===== src/rtl/pattern_store_ddr.sv =====
// pattern_store_ddr: packs a host pixel stream into a header word plus 256-bit body words and writes them to DDR3 via EMIF Avalon-MM; ports: clk/rst, start+cfg_*, pix_valid/pix_data/pix_ready, busy/done, ddr_emif_* write port
module pattern_store_ddr #(
  parameter int PIX_PER_WORD = 8,
  parameter int ADDR_W = 22
) (
  input  logic              ddr_emif_clk,
  input  logic              ddr_emif_rst,
  input  logic              start,
  input  logic [11:0]       cfg_h_pix,
  input  logic [11:0]       cfg_v_pix,
  input  logic [31:0]       cfg_pat_num,
  input  logic [ADDR_W-1:0] cfg_base_addr,
  input  logic              pix_valid,
  input  logic [23:0]       pix_data,
  output logic              pix_ready,
  output logic              busy,
  output logic              done,
  input  logic              ddr_emif_ready,
  output logic              ddr_emif_write,
  output logic              ddr_emif_read,
  output logic [ADDR_W-1:0] ddr_emif_addr,
  output logic [255:0]      ddr_emif_write_data,
  output logic [31:0]       ddr_emif_byte_enable,
  output logic [4:0]        ddr_emif_burst_count
);
  typedef enum logic [2:0] {S_IDLE, S_HEAD, S_PACK, S_WRITE, S_DONE} state_t;
  state_t r_state, w_next;
  logic [ADDR_W-1:0] r_addr;
  logic [255:0] r_data;
  logic [2:0] r_slot;
  logic [31:0] r_remain;
  logic [23:0] w_prod;
  logic [31:0] w_total, w_words, w_fill;
  logic [ADDR_W-1:0] w_start, w_end;
  logic [255:0] w_header;
  logic w_wr_acc, w_pix_acc, w_last;
  assign w_prod = cfg_h_pix * cfg_v_pix;
  assign w_total = {8'd0, w_prod};
  assign w_words = (w_total + 32'd7) >> 3;
  assign w_fill = (w_words << 3) - w_total;
  assign w_start = cfg_base_addr + ADDR_W'(1);
  assign w_end = cfg_base_addr + w_words[ADDR_W-1:0];
  assign w_header = {20'd0, cfg_h_pix, 20'd0, cfg_v_pix, w_total, cfg_pat_num, w_fill,
                     {(32-ADDR_W){1'b0}}, w_start, {(32-ADDR_W){1'b0}}, w_end, 32'd0};
  assign w_wr_acc = ddr_emif_write & ddr_emif_ready;
  assign w_pix_acc = pix_valid & pix_ready;
  // a word closes on its last slot or on the final pixel of the image
  assign w_last = (r_slot == 3'(PIX_PER_WORD-1)) || (r_remain == 32'd1);
  assign pix_ready = r_state == S_PACK;
  assign busy = (r_state != S_IDLE) && (r_state != S_DONE);
  assign done = r_state == S_DONE;
  assign ddr_emif_write = (r_state == S_HEAD) || (r_state == S_WRITE);
  assign ddr_emif_read = 1'b0;
  assign ddr_emif_addr = r_addr;
  assign ddr_emif_write_data = r_data;
  assign ddr_emif_byte_enable = '1;
  assign ddr_emif_burst_count = 5'd1;
  always_comb begin
    w_next = r_state;
    case (r_state)
      S_IDLE: w_next = start ? S_HEAD : S_IDLE;
      S_HEAD, S_WRITE: w_next = w_wr_acc ? ((r_remain != 32'd0) ? S_PACK : S_DONE) : r_state;
      S_PACK: w_next = (w_pix_acc && w_last) ? S_WRITE : S_PACK;
      default: w_next = S_IDLE;
    endcase
  end
  always_ff @(posedge ddr_emif_clk) begin
    if (ddr_emif_rst) begin
      r_state <= S_IDLE;
      r_addr <= '0;
      r_data <= '0;
      r_slot <= '0;
      r_remain <= '0;
    end else begin
      r_state <= w_next;
      case (r_state)
        S_IDLE: if (start) begin
          r_addr <= cfg_base_addr;
          r_data <= w_header;
          r_remain <= w_total;
          r_slot <= '0;
        end
        S_HEAD, S_WRITE: if (w_wr_acc) begin
          r_addr <= r_addr + ADDR_W'(1);
          r_data <= '0;
          r_slot <= '0;
        end
        S_PACK: if (w_pix_acc) begin
          r_data[{r_slot, 5'd0} +: 32] <= {8'd0, pix_data};
          r_slot <= r_slot + 3'd1;
          r_remain <= r_remain - 32'd1;
        end
        default: ;
      endcase
    end
  end
endmodule


===== config.mk =====
export PLATFORM = sky130hd
export DESIGN_NAME = pattern_store_ddr
export DESIGN_NICKNAME = d
export VERILOG_FILES = /design/src/rtl/pattern_store_ddr.sv
export SDC_FILE = /design/constraint.sdc
export NUM_CORES = 1
export LEC_CHECK = 0
export CAP_MARGIN = 20
export CORE_ASPECT_RATIO = 1.2
export CORE_MARGIN = 8
export CORE_UTILIZATION = 50
export CTS_BUF_LIST = sky130_fd_sc_hd__clkbuf_4 sky130_fd_sc_hd__clkbuf_8
export CTS_CLUSTER_SIZE = 28
export DETAILED_ROUTE_END_ITERATION = 6
export DONT_BUFFER_PORTS = 1
export PLACE_DENSITY = 0.65
export SLEW_MARGIN = 20
export SYNTH_ARGS = -nofsm -noshare
export SYNTH_HDL_FRONTEND = slang
export SYNTH_SLANG_ARGS = --single-unit

===== constraint.sdc =====
create_clock -name ddr_emif_clk -period 14.1 [get_ports ddr_emif_clk]
set_input_delay 2.115 -clock ddr_emif_clk [delete_from_list [all_inputs] [get_ports ddr_emif_clk]]
set_output_delay 2.115 -clock ddr_emif_clk [all_outputs]
set_load 0.01 [all_outputs]

==> results.json <==
{
  "end_kind": "register",
  "skew_ns": 0.04362,
  "clkSinkCount": 316,
  "ant_nets": 0,
  "violations": "design-rule violations",
  "slowest_delay_ns": 0.56,
  "slew_viol_final": 0,
  "clk_latency_ns": 0.64,
  "die_y_um": 242.1,
  "dieArea_mm2": 0.04950,
  "gp_congestion": 0.9329,
  "port_buffers": 0,
  "synth_area_per_cell_um2": 8.211,
  "wl_um": 81560,
  "synth.area.top_cells": "dfxtp_1, fa_1, ha_1",
  "clkTransAtPathRegs_ns": 0.06,
  "yosys.area_share.simple": 0.2096,
  "crit_top_cell": "inv_1",
  "fin_crit_sh": 0.6819,
  "synth_edf_count": 0,
  "synth-adder-area-share": 0.1630,
  "track_usage": 0.3125,
  "required_ns": 14.65,
  "grt_first_pass_wirelength_um": 119500,
  "fmax_mhz": 104.0,
  "antenna_found_initial": 2,
  "finalSetupTns_ns": 0,
  "wl_per_cell_um": 26.36,
  "cts_resized": 0,
  "grt_pass1_vias": 18647,
  "postCtsSetupBuffers": 0,
  "rows": 83,
  "area_growth_pct": 6.131,
  "cts_tree": "built",
  "synth_xor_area_frac": 0.04357,
  "htreeDepth": 2,
  "critical_path_class": "in2reg",
  "period_minus_slack_ns": 9.614,
  "yosysWarnings": 0,
  "grt_overflow": 0,
  "yosysSeqAreaShare": 0.2969,
  "worst_ep_arrival_time_ns": 10.17,
  "yosys-top-cells-count": "nor2_1, dfxtp_1, nand2_1, inv_1, clkbuf_1",
  "status": "finished with violations",
  "synth.distinct_cells": 99,
  "max-clock-path-buffers": 3,
  "hold_viol_final": 0,
  "netlist_area_mm2": 0.02131,
  "yosysMostFrequentCell": "nor2_1",
  "via_count": 19602,
  "placed_area_mm2": 0.02140,
  "rsz0062_at_grt": "false",
  "initial_core_util": 0.5016,
  "initialDrtViolationCount": 2114,
  "crit_path_start_kind": "input pin",
  "synth_top_family_by_area": "simple AND/OR/NAND/NOR gates",
  "synthFlopType": "dfxtp_1",
  "ys_async_sr_fraction": 0,
  "synth.top_cell.area_share": 0.2969,
  "worst_slew_pin_slew_ns": 1.270,
  "muxShareOfSynthArea": 0.006871,
  "dr.pass1.iters": 7,
  "drive_above_1_share": 0.06850,
  "cts_buffers": 52,
  "io_pins": 427,
  "hpwl_um": 60770,
  "die_w_um": 204.4,
  "critPathMaxFanout": 13,
  "syn_inst": 2595,
  "maxCapViolCount": 0,
  "core_region_area_mm2": 0.04247,
  "grt_max_degree": 264,
  "remaining_drc_errors": 125,
  "setup_viol": 0,
  "nets": 2822,
  "synth_seq_cells": 316,
  "cts_root_buf": "clkbuf_8",
  "max_slew_margin": 0.1469,
  "holdBufCountCts": 0,
  "synth_compound_area_frac": 0.2041,
  "worst_path_max_delay_cell": "fa_1",
  "final_area_mm2": 0.02261,
  "yosysTopAreaCell": "dfxtp_1",
  "hp-class": "reg2reg",
  "detail_route.vias_per_cell": 6.335
}
## state kept, by name, summed over array words and instances, names as in the netlist
name / count
ddr_emif_addr: 22
ddr_emif_write_data: 256
r_state: 3
r_remain: 32
r_slot: 3
## worst max-delay path: cells and delay by family
kind            cells  cell delay, ns
compound gates     11            2.07
xor+xnor            1            0.37
fa+ha+maj           8            3.71
buf+inv             6            0.60
simple gates        5            1.27
## metrics by stage
stage | std cells | setup slack, ns | utilization | hold WS, ns
2_1_floorplan | 2631 | 4.589 | - | 0.4502
4_1_cts | 3092 | 4.591 | 0.5323 | 0.4865
6_report | 3094 | 4.486 | 0.5324 | 0.4883
3_5_place_dp | 2996 | 3.964 | 0.5039 | 0.4806
5_1_grt | 3092 | 4.052 | 0.5323 | 0.5054
3_3_place_gp | 2996 | 4.111 | 0.5038 | 0.4681
## final timing paths
| kind | from | endpoint | cells past startpoint | slack, ns |
|---|---|---|---|---|
| min reg2reg | r_remain[9] | r_remain[9] | 2 | 0.49 |
| max reg2reg | r_state[2] | r_remain[27] | 12 | 10.30 |
| min | r_remain[9] | r_remain[9] | 2 | 0.49 |
| max | cfg_v_pix[8] | ddr_emif_write_data[53] | 31 | 4.49 |
## cells in the final DEF (no fill, tap or decap), types with 29 or more instances in the layout
cell type	count
a222oi_1	75
dfxtp_1	316
inv_1	180
nand2_1	248
conb_1	38
and3_1	36
ha_1	116
fa_1	101
xnor2_1	59
a22oi_1	96
nor3_1	48
o21ai_0	98
nor2_1	349
and2_1	114
xor2_1	29
nand3_1	47
a21oi_1	142
clkbuf_8	65
## final cells by class
cell class	instances	area (um^2)
Fill cell	4014	19860
Multi-Input combinational cell	1926	13550
Sequential cell	316	6326
Clock buffer	78	992.2
Tap cell	552	690.7
Inverter	182	683.2
Clock inverter	18	211.5
Timing Repair Buffer	20	150.1
Antenna cell	2	5.005
## cells by family (layout without fill, tap and decap cells)
group | Yosys count | in the layout
compound gates | 612 | 612
xor+xnor | 95 | 95
fa+ha+maj | 217 | 217
buf+inv | 389 | 298
flops | 316 | 316
mux | 14 | 14
other cells | 2 | 40
simple gates | 950 | 950
## per-layer routing
layer / global-route usage / part of all wire / vias to the layer above
li1: - / - / 8792
met1: 0.3759 / 0.37 / 9645
met2: 0.5140 / 0.48 / 986
met3: 0.08507 / 0.11 / 179
met4: 0.1395 / 0.048 / 0
met5: 0 / 0 / -
Power is left out: the tool's default activity adds up to more than one toggle a clock period on the data nets, which glitch-free logic cannot reach.
